**config.mk**
```make
export PLATFORM = sky130hd
export DESIGN_NAME = rc522_reg_sequencer
export DESIGN_NICKNAME = d
export VERILOG_FILES = /design/src/rtl/rc522_reg_sequencer.sv
export SDC_FILE = /design/constraint.sdc
export NUM_CORES = 1
export LEC_CHECK = 0
export BUFFER_PORTS_ARGS = -buffer_cell sky130_fd_sc_hd__buf_4
export CAP_MARGIN = 0
export CORE_ASPECT_RATIO = 0.75
export CORE_MARGIN = 2
export CORE_UTILIZATION = 40
export DETAILED_ROUTE_END_ITERATION = 10
export GPL_TIMING_DRIVEN = 0
export MAX_ROUTING_LAYER = met4
export REMOVE_ABC_BUFFERS = 1
export SYNTH_ARGS = -nofsm -noshare
export SYNTH_HDL_FRONTEND = slang
export SYNTH_SLANG_ARGS = --single-unit
```
**constraint.sdc**
```tcl
create_clock -name CLOCK_50 -period 6.2 [get_ports CLOCK_50]
set_input_delay 1.24 -clock CLOCK_50 [delete_from_list [all_inputs] [get_ports CLOCK_50]]
set_output_delay 1.24 -clock CLOCK_50 [all_outputs]
set_load 0.02 [all_outputs]
```
**src/rtl/rc522_reg_sequencer.sv**
```systemverilog
// Table-driven RC522 register sequencer over one 8-bit spi_master; per byte: load, 1-cycle strobe, busy wait, GAP_CYC gap.
// Stalls indefinitely on table/spi handshake except busy waits bounded by TIMEOUT_CYC; optional read-back verify via RC522_SEQ_VERIFY_EN.
module rc522_reg_sequencer #(
  parameter int NUM_OPS     = 16,
  parameter int IDX_W       = 4,
  parameter int GAP_CYC     = 1562500,
  parameter int TIMEOUT_CYC = 50000000
) (
  input  logic             CLOCK_50,
  input  logic             reset,
  input  logic             go,
  output logic [IDX_W-1:0] op_idx,
  input  logic [15:0]      op_entry,
  output logic             spi_start,
  input  logic             spi_busy,
  output logic [7:0]       spi_tx,
  input  logic [7:0]       spi_rx,
  output logic [7:0]       rd_data,
  output logic             rd_valid,
  output logic             busy,
  output logic             done,
  output logic             error,
  output logic [IDX_W-1:0] err_idx
);

  localparam logic [1:0] T_WRITE = 2'b00;
  localparam logic [1:0] T_READ  = 2'b01;
  localparam logic [1:0] T_END   = 2'b11;

  localparam logic [31:0]      GAP_LAST = 32'(GAP_CYC - 1);
  localparam logic [31:0]      TO_LAST  = 32'(TIMEOUT_CYC - 1);
  localparam logic [IDX_W-1:0] LAST_IDX = IDX_W'(NUM_OPS - 1);

  typedef enum logic [3:0] {
    S_IDLE, S_FETCH, S_LOAD, S_START, S_WAITHI, S_WAITLO,
    S_GAP, S_EVAL, S_NEXT, S_DONE, S_ERROR
  } state_t;

  typedef enum logic [2:0] {
    B_ADDR, B_DATA, B_WB_ADDR, B_WB_DATA, B_VF_ADDR, B_VF_DATA
  } byte_t;

  state_t      state;
  byte_t       phase;
  logic [31:0] cnt;
  logic        go_q;
  logic [1:0]  op_type;
  logic [5:0]  op_addr;
  logic [7:0]  op_data;
  logic [7:0]  rx_byte;
  logic [7:0]  wb_val;
`ifdef RC522_SEQ_VERIFY_EN
  logic [7:0]  vf_exp;
`endif

  logic go_rise;
  assign go_rise = go & ~go_q;

  always_ff @(posedge CLOCK_50 or negedge reset) begin
    if (!reset) begin
      state     <= S_IDLE;
      phase     <= B_ADDR;
      cnt       <= '0;
      go_q      <= 1'b0;
      op_idx    <= '0;
      spi_start <= 1'b1;
      spi_tx    <= '0;
      rd_data   <= '0;
      rd_valid  <= 1'b0;
      busy      <= 1'b0;
      done      <= 1'b0;
      error     <= 1'b0;
      err_idx   <= '0;
      op_type   <= '0;
      op_addr   <= '0;
      op_data   <= '0;
      rx_byte   <= '0;
      wb_val    <= '0;
`ifdef RC522_SEQ_VERIFY_EN
      vf_exp    <= '0;
`endif
    end else begin
      go_q     <= go;
      rd_valid <= 1'b0;
      case (state)
        S_IDLE, S_DONE, S_ERROR: begin
          if (go_rise) begin
            done   <= 1'b0;
            error  <= 1'b0;
            busy   <= 1'b1;
            op_idx <= '0;
            state  <= S_FETCH;
          end
        end
        S_FETCH: begin
          op_type <= op_entry[15:14];
          op_addr <= op_entry[13:8];
          op_data <= op_entry[7:0];
          if (op_entry[15:14] == T_END) begin
            busy  <= 1'b0;
            done  <= 1'b1;
            state <= S_DONE;
          end else begin
            phase <= B_ADDR;
            state <= S_LOAD;
          end
        end
        S_LOAD: begin
          case (phase)
            B_ADDR:    spi_tx <= {(op_type != T_WRITE), op_addr, 1'b0};
            B_DATA:    spi_tx <= (op_type == T_WRITE) ? op_data : 8'h00;
            B_WB_ADDR: spi_tx <= {1'b0, op_addr, 1'b0};
            B_WB_DATA: spi_tx <= wb_val;
            B_VF_ADDR: spi_tx <= {1'b1, op_addr, 1'b0};
            default:   spi_tx <= 8'h00;
          endcase
          spi_start <= 1'b0;
          state     <= S_START;
        end
        S_START: begin
          spi_start <= 1'b1;
          cnt       <= '0;
          state     <= S_WAITHI;
        end
        S_WAITHI: begin
          if (spi_busy) begin
            cnt   <= '0;
            state <= S_WAITLO;
          end else if (cnt >= TO_LAST) begin
            error   <= 1'b1;
            busy    <= 1'b0;
            err_idx <= op_idx;
            state   <= S_ERROR;
          end else begin
            cnt <= cnt + 32'd1;
          end
        end
        S_WAITLO: begin
          if (!spi_busy) begin
            rx_byte <= spi_rx;
            cnt     <= '0;
            state   <= S_GAP;
          end else if (cnt >= TO_LAST) begin
            error   <= 1'b1;
            busy    <= 1'b0;
            err_idx <= op_idx;
            state   <= S_ERROR;
          end else begin
            cnt <= cnt + 32'd1;
          end
        end
        S_GAP: begin
          if (cnt >= GAP_LAST) begin
            cnt <= '0;
            case (phase)
              B_ADDR:    begin phase <= B_DATA;    state <= S_LOAD; end
              B_DATA:    state <= S_EVAL;
              B_WB_ADDR: begin phase <= B_WB_DATA; state <= S_LOAD; end
`ifdef RC522_SEQ_VERIFY_EN
              B_WB_DATA: begin vf_exp <= wb_val; phase <= B_VF_ADDR; state <= S_LOAD; end
              B_VF_ADDR: begin phase <= B_VF_DATA; state <= S_LOAD; end
              B_VF_DATA: begin
                if (rx_byte != vf_exp) begin
                  error   <= 1'b1;
                  busy    <= 1'b0;
                  err_idx <= op_idx;
                  state   <= S_ERROR;
                end else begin
                  state <= S_NEXT;
                end
              end
`endif
              default:   state <= S_NEXT;
            endcase
          end else begin
            cnt <= cnt + 32'd1;
          end
        end
        S_EVAL: begin
          case (op_type)
            T_WRITE: begin
`ifdef RC522_SEQ_VERIFY_EN
              vf_exp <= op_data;
              phase  <= B_VF_ADDR;
              state  <= S_LOAD;
`else
              state  <= S_NEXT;
`endif
            end
            T_READ: begin
              rd_data  <= rx_byte;
              rd_valid <= 1'b1;
              state    <= S_NEXT;
            end
            default: begin
              // SETBITS: writeback only when some mask bit is still clear
              rd_data  <= rx_byte;
              rd_valid <= 1'b1;
              if ((rx_byte & op_data) != op_data) begin
                wb_val <= rx_byte | op_data;
                phase  <= B_WB_ADDR;
                state  <= S_LOAD;
              end else begin
                state <= S_NEXT;
              end
            end
          endcase
        end
        S_NEXT: begin
          if (op_idx == LAST_IDX) begin
            busy  <= 1'b0;
            done  <= 1'b1;
            state <= S_DONE;
          end else begin
            op_idx <= op_idx + IDX_W'(1);
            state  <= S_FETCH;
          end
        end
        default: state <= S_IDLE;
      endcase
    end
  end

endmodule

```
# Word-level counts from Yosys, hierarchy flattened
# Cells that the tools add are included.
# op_classes
div_mod_pow,0
mux,49
multipliers,0
shift,0
reduce_logical,25
n_eq_ne,29
n_lt_le_gt_ge,2
bitwise,7
addsub,2
# ops
operator,n
32-bit two-way mux,4
32-bit one-hot mux with 4 select lines,1
4-bit two-way mux,14
8-bit one-hot mux with 5 select lines,1
4-bit one-hot mux with 9 select lines,1
"32-bit by 1-bit adder with 32-bit output, second input constant",1
"32-bit by 21-bit >= comparator with 1-bit output, second input constant",1
"32-bit by 26-bit >= comparator with 1-bit output, second input constant",1
4-bit one-hot mux with 2 select lines,3
"2-bit != test, second input constant",10
"4-bit by 3-bit == test with 1-bit output, second input constant",4
"4-bit == test, second input constant",4
1-bit two-way mux,14
3-bit two-way mux,4
6-bit AND reduction,2
3-bit one-hot mux with 3 select lines,1
3-bit AND reduction,3
3-bit nonzero test,3
8-bit bitwise AND,1
"4-bit by 2-bit == test with 1-bit output, second input constant",2
8-bit two-way mux,1
8-bit != test,1
8-bit OR,1
4-bit AND reduction,2
23 further kinds,34
# word_totals
mem_bits_ro,0
memories,0
inputBits,28
wordCells,132
ff_bits,101
latchBits,0
out_inout_bits,29
ram_bits,0

# Depth between registers and ports, before layout
# Gate-level depths: netlist of run 1.
# logic_depth
depth_word,5
mapped_depth,9
ltp_nobuf,7

# Worst setup path after synthesis of run 1
# No wires, ideal clock.
# synth_path
path_type,input to register
start,input port spi_busy
end,register cnt[17]
required_ns,6.122
slack_ns,3.268
t_arrival_ns,2.855
setup_time_ns,0.078
stages,8
cell_sequence,xor2_1 -> or3_1 -> clkbuf_1 -> o31a_1 -> a211o_1 -> buf_6 -> or3_1 -> a21boi_1
# synth_via
elab_chain_cells,2
# synth_rtl
element,line_no,rtl
from (decl),15,"input logic spi_busy,"
32-bit two-way mux (on tied branches),"139, 126",
32-bit one-hot mux with 4 select lines (*),85,case (state)
to (signal assigned),135,cnt <= cnt + 32'd1;
to (signal assigned),149,cnt <= cnt + 32'd1;
to (signal assigned),176,cnt <= cnt + 32'd1;
to (decl),45,logic [31:0] cnt;
# Every way passes the cells marked *; elsewhere a longest branch is shown, timed or not.
# A chain may end at the register's enable or synchronous reset.

# Worst setup path after layout of run 1
# layout_path
start,input port spi_busy
end,register cnt[13]
# Same word-level chain as after synthesis.

==> results of run 1 <==
[layout make-up]
class	instances	area share, %
clock buffer	10	4.08
clock inverter	6	0.832
inverter	17	1.09
multi-input combinational	368	40.1
sequential	100	42.7
tap	166	3.54
timing repair buffer	59	7.64
[metal layers]
metal | GRT usage, % | share of wire (%) | up-vias | wire length [um]
li1 | - | - | 1967 | -
met1 | 27.2 | 48 | 2038 | 5860
met2 | 28.7 | 45 | 126 | 5450
met3 | 4.73 | 5.7 | 20 | 697
met4 | 4.91 | 1.2 | 0 | 150
met5 | - | 0 | - | 0
[kinds of logic (layout without fill, tap and decap cells)]
logic type      after synthesis  after routing  share of synthesized area [%]
compound gates              136            136                           17.9
mux                          39             39                           8.60
flops                       100            100                           49.9
buf+inv                      43             92                           3.62
fa+ha+maj                     2              2                          0.499
simple gates                188            188                           18.9
xor+xnor                      3              3                          0.524
[critical path, stage by stage]
cell      delay, ns
buf_4          0.14
xor2_1         0.16
or3_1          0.53
o31a_1         0.22
a211oi_2       0.99
nand4_1        0.18
a21oi_1        0.21
[through the flow]
step                      cell area [um2]  std cells  total power (W)
after global placement               5530        707          0.00211
after floorplan                      4900        485          0.00176
after global routing                 5860        726          0.00288
final                                5860        726          0.00270
after detailed placement             5560        709          0.00215
after CTS                            5850        725          0.00271
[worst max path at each step]
stage / slack, ns / start / to / cells after the start
global placement: 1.43 / cnt[0]$_DFFE_PN0P_ / state[3]$_DFFE_PN0P_ / 7
global route: 2.66 / state[2]$_DFFE_PN0P_ / cnt[13]$_DFFE_PN0P_ / 6
detailed placement: 2.49 / spi_busy / cnt[13]$_DFFE_PN0P_ / 7
finish: 2.79 / spi_busy / cnt[13]$_DFFE_PN0P_ / 7
CTS: 2.74 / state[2]$_DFFE_PN0P_ / cnt[21]$_DFFE_PN0P_ / 6
floorplan: 2.96 / cnt[0]$_DFFE_PN0P_ / cnt[18]$_DFFE_PN0P_ / 7
[sequential cells by signal, summed over array words and instances (netlist names)]
name and count:
error 1, op_type 2, done 1, rd_data 8, wb_val 8, phase 2
go_q 1, op_data 8, busy 1, op_addr 6, rd_valid 1, state 4
spi_tx 8, err_idx 4, op_idx 4, rx_byte 8, spi_start 1, cnt 32
[power by group]
group	internal (W)	switching [W]	total, W
registers	0.000852	0.000208	0.00106
clock network	0.000287	0.000257	0.000544
logic	0.000462	0.000631	0.00109
[cells in the final DEF (no fill, tap or decap), types with 5 or more instances in the layout]
| master | count |
|---|---|
| inv_1 | 17 |
| nand4_1 | 8 |
| nor3_1 | 16 |
| or3_1 | 14 |
| nor2_1 | 52 |
| a21oi_1 | 43 |
| nand2_1 | 34 |
| a222oi_1 | 6 |
| and2_1 | 9 |
| nor2b_1 | 5 |
| nand2b_1 | 12 |
| nand3_1 | 15 |
| o211ai_1 | 6 |
| o21ai_0 | 26 |
| mux2_2 | 33 |
| dfrtp_1 | 99 |
| mux2i_1 | 6 |
| nor4_1 | 7 |
| o31ai_1 | 5 |
| clkbuf_16 | 9 |
| buf_4 | 56 |
==> impl_results.md, run 1 <==
* Initial DRC count at 442
* Cell area power density at 460 nW/um2
* Pleak at 2.50 nW
* Ys flop type: dfrtp_1
* Hold WS at 0.482 ns
* Drt pass-1 iters at 5
* Core Area at 12,300 um2
* # setup viols final at 0
* Starting Density at 40.9%
* Hold Path Sink: busy$_DFFE_PN0P_
* Site Rows at 35
* Synth top area cells: dfrtp_1 49%, mux2_2 7.4%, a21oi_1 4.3%
* Antenna violations before repair at 0
* Max FO, Critical Path at 18
* CTS buffer count at 9
* Worst Clk Skew at 0.00763 ns
* Post-synth EDFFs at 0
* Crit path DAT at 3.68 ns
* Mean Syn Cell Area at 9.82 um2
* Setup bufs post-CTS at 0
* Synthesized instance count at 511
* I/O Pins at 57
* Die ar. at 13,500 um2
* Routed Antenna Nets at 0
* Fmax at 0.294 GHz
* Post-synth top area cell: dfrtp_1
* Critical path capture point type: flip-flop
* Hold wc startpoint: busy$_DFFE_PN0P_
* CTS tree: built
* Reg clk slew, reported paths at 0.07 ns
* Vias per cell at 5.72
* Fin. Hold Viols at 0
* Ys async rst share at 100%
* GR Overflow Total at 0
* Mapped Area at 5020 um2
* Post-synth cell types at 64
* Fill cells at 1,169
* RSZ-0062 raised after global routing: false
* Port Buffer Count at 56
* Resize count post-CTS at 0
* Share of the synthesized area in the top cell type at 49.4%
* Routed Wire Length at 12.2 mm
* Worst slew margin at 14.8%
* Clock tree buffer depth at 2
* R2r startpoint: state[2]$_DFFE_PN0P_
* Multi-input gate area at 2350 um2
* Leading cell type by number of instances after synthesis: dfrtp_1
* Req. time, crit path at 6.47 ns
* Post-synth top cells: 99 x dfrtp_1, 52 x nor2_1, 43 x a21oi_1
* Setup TNS at 0 ns
* Vias at 4,151
* Hold_buf cts at 0
* Hold Crit Class: reg -> reg
* Tightest Pin Transition at 1.28 ns
* Sequential fraction of the synthesis area at 49.9%
* Root buf cell: clkbuf_16
* Hpwl dp at 8.26 mm
* GPL Wtd Cong at 0.891
* Die width at 133 um
* Fin crit share at 54.9%
* Worst slack at placement at 2.49 ns
* Minimum clock period after layout at 3.41 ns
* MaxCap Viol Count at 0
* Nets at 585
* Min setup slack post-route at 2.79 ns
* All-Layer GR Usage at 19.5%
* Layout Utilization at 47.8%
* Hold path depth at 1
* Flop2flop setup slack at 2.90 ns
* CP startpoint kind: input pin
* #FFs+latches synth at 100
* DRC violations left at 0
* Worst reg-to-reg path cell count at 6
* Reg area at 2500 um2
* Clock latency at the later pin of the worst-skew pair at 0.35 ns
* Die Height at 101 um
* Global-route wire length before repair at 20.2 mm
* Largest net degree at the start of global routing at 101
* Share of post-route cells with drive strength above 1 at 21.1%
* Worst VDD drop at 0.191 mV
* Outcome: finished, final reports clean
* Vias in the first global route at 3,869
* Final Max Tran Viols at 0
* Depth of the CTS H-tree at 3
* Setup CP Type: in -> reg
* Synth-to-Final Area Change at 16.9%
* Routed WL per cell at 16.7 um
* Worst r2r dst: cnt[13]$_DFFE_PN0P_
* Synthesis Warnings at 0
* # clock sinks at 100
* Diode count at 0
Note: power is estimated with default switching activity, not from simulation.
==> inputs of run 2 (changes only) <==
Clock period 6.2 ns to 2.73 ns, I/O delays scaled along.
==> impl_results.md, run 2 (synthesized netlist as in run 1, its figures left out) <==
* Outcome: finished, final reports clean
* Worst VDD drop at 0.467 mV (+140%)
* Minimum clock period after layout at 2.61 ns
* Fin. Hold Viols at 0 (unchanged)
* Share of post-route cells with drive strength above 1 at 25.1% (+4.0 points)
* CTS buffer count at 9 (unchanged)
* Synth-to-Final Area Change at 20.0%
* Global-route wire length before repair at 20.3 mm (+0.48%)
* Diode count at 0 (unchanged)
* Die width at 133 um (unchanged)
* # setup viols final at 0 (unchanged)
* Root buf cell: clkbuf_16
* Cell area power density at 1050 nW/um2 (+130%)
* CTS tree: built
* Final Max Tran Viols at 0 (unchanged)
* Routed WL per cell at 16.9 um (+1.1%)
* Die Height at 101 um (unchanged)
* Hold Crit Class: in -> async
* Fin crit share at 95.6%
* Max reg flops at 32 (unchanged)
* All-Layer GR Usage at 19.6% (+0.13 points)
* I/O Pins at 57 (unchanged)
* MaxCap Viol Count at 0 (unchanged)
* Hold_buf cts at 0 (unchanged)
* Pleak at 2.53 nW (+1.3%)
* Worst slew margin at 39.6% (+25 points)
* Core Area at 12,300 um2 (unchanged)
* Drt pass-1 iters at 6 (+1)
* Critical path capture point type: flip-flop
* Setup CP Type: reg -> reg
* Vias at 4,201 (+1.2%)
* Initial DRC count at 459 (+3.8%)
* Hpwl dp at 8.26 mm (unchanged)
* Fmax at 0.383 GHz
* Die ar. at 13,500 um2 (unchanged)
* Port Buffer Count at 56 (unchanged)
* DRC violations left at 0 (unchanged)
* Worst Clk Skew at 0.00807 ns (+0.000447 ns)
* Routed Antenna Nets at 0 (unchanged)
* Largest net degree at the start of global routing at 101 (unchanged)
* Clock latency at the later pin of the worst-skew pair at 0.36 ns (about the same)
* Commonest non-fill, non-tap cells in the layout: 95 x dfrtp_1, 63 x buf_4, 51 x nor2_1
* Site Rows at 35 (unchanged)
* Setup TNS at 0 ns (unchanged)
* Max FO, Critical Path at 11 (-7)
* Vias per cell at 5.74 (+0.37%)
* Clock tree buffer depth at 2 (unchanged)
* Depth of the CTS H-tree at 3 (unchanged)
* Req. time, crit path at 3.00 ns (-3.47 ns)
* Starting Density at 40.9% (unchanged)
* Layout Utilization at 49.1% (+1.3 points)
* Vias in the first global route at 3,895 (+0.67%)
* Tightest Pin Transition at 0.906 ns (-0.369 ns)
* Antenna violations before repair at 0 (unchanged)
* Routed Wire Length at 12.4 mm (+2.0%)
* # clock sinks at 100 (unchanged)
* Nets at 591 (+1.0%)
* Most common cell after layout, fill and taps aside: dfrtp_1
* Largest register by flop count: cnt
* Reg clk slew, reported paths at 0.07 ns (about the same)
* Crit path DAT at 2.88 ns (-0.80 ns)
* CP startpoint kind: flip-flop
* GPL Wtd Cong at 0.891 (unchanged)
* Post-placement cell count at 709 (unchanged)
* GR Overflow Total at 0 (unchanged)
* Count of non-filler cells in the finished layout at 732 (+0.83%)
* Fill cells at 1,150 (-1.6%)
run 2: changes by cell type in the layout (fill, tap and decap cells not counted), moves of 2 or more:
cell and change:
nor2b_1 -2, or3_4 +2, or3_1 -2, dfrtp_1 -4, nor4_2 +2, dfrtp_2 +3, o21ai_4 +2, nor4_1 -2
nor2b_2 +2, o21ai_0 -2, buf_4 +7
run 2: final timing paths:
kind | endpoint | slack, ns | cells after the start | from
worst max-delay path | cnt[9]$_DFFE_PN0P_ | 0.12 | 7 | cnt[0]$_DFFE_PN0P_
worst min-delay path | op_data[2]$_DFFE_PN0P_ | 0.30 | 1 | reset
worst max register to register | cnt[9]$_DFFE_PN0P_ | 0.12 | 7 | cnt[0]$_DFFE_PN0P_
worst min register to register | busy$_DFFE_PN0P_ | 0.48 | 1 | busy$_DFFE_PN0P_
max in group asynchronous | state[2]$_DFFE_PN0P_ | 1.74 | 1 | reset
min in group CLOCK_50 | go_q$_DFF_PN0_ | 0.31 | 1 | go
run 2: cell type report:
type | count | area, um2 | share of cell area (%)
well taps | 166 | 208 | 3.45
clock buffers | 10 | 239 | 3.97
inverters | 17 | 63.8 | 1.06
clock inverters | 6 | 48.8 | 0.810
multi-input cells | 368 | 2450 | 40.8
flip-flops and latches | 100 | 2510 | 41.7
repair buffers | 65 | 495 | 8.23
run 2: report_power, final:
| part | switching (W) | leakage (nW) | internal (W) |
|---|---|---|---|
| Combinational | 0.00149 | 1.14 | 0.00116 |
| Sequential | 0.000475 | 1.26 | 0.00194 |
| Clock | 0.000591 | 0.137 | 0.000651 |
run 2: what timing repair did:
action,in CTS,in global routing
setup buffers,3,4
pin swaps,1,2
setup endpoints to repair,47,44
resized for setup,12,16
run 2: per-layer routing:
metal,vias up,track usage (%),part of all wire (%)
met1,2088,27.6,48
met2,116,28.4,46
li1,1981,-,-
met4,0,5.24,1.1
met5,-,-,0
met3,16,4.78,4.9
run 2: stage by stage:
step           hold slack (ns)  setup WS (ns)  power (W)  cell area (um2)
3_3_place_gp             0.465          -2.04    0.00479             5530
4_1_cts                  0.301        0.00609    0.00627             5910
2_1_floorplan            0.250         -0.514    0.00399             4900
3_5_place_dp             0.471         -0.712    0.00489             5560
6_report                 0.297          0.120    0.00631             6020
5_1_grt                  0.300        -0.0363    0.00673             6020
run 2: critical path, cell delays in order, from the launching register on:
cell and delay, ns:
dfrtp_1 0.42, ha_1 0.27, nand3_2 0.14, o211ai_1 0.19, a2111o_2 0.58, a211o_4 0.40
or3_1 0.35, a21boi_0 0.17
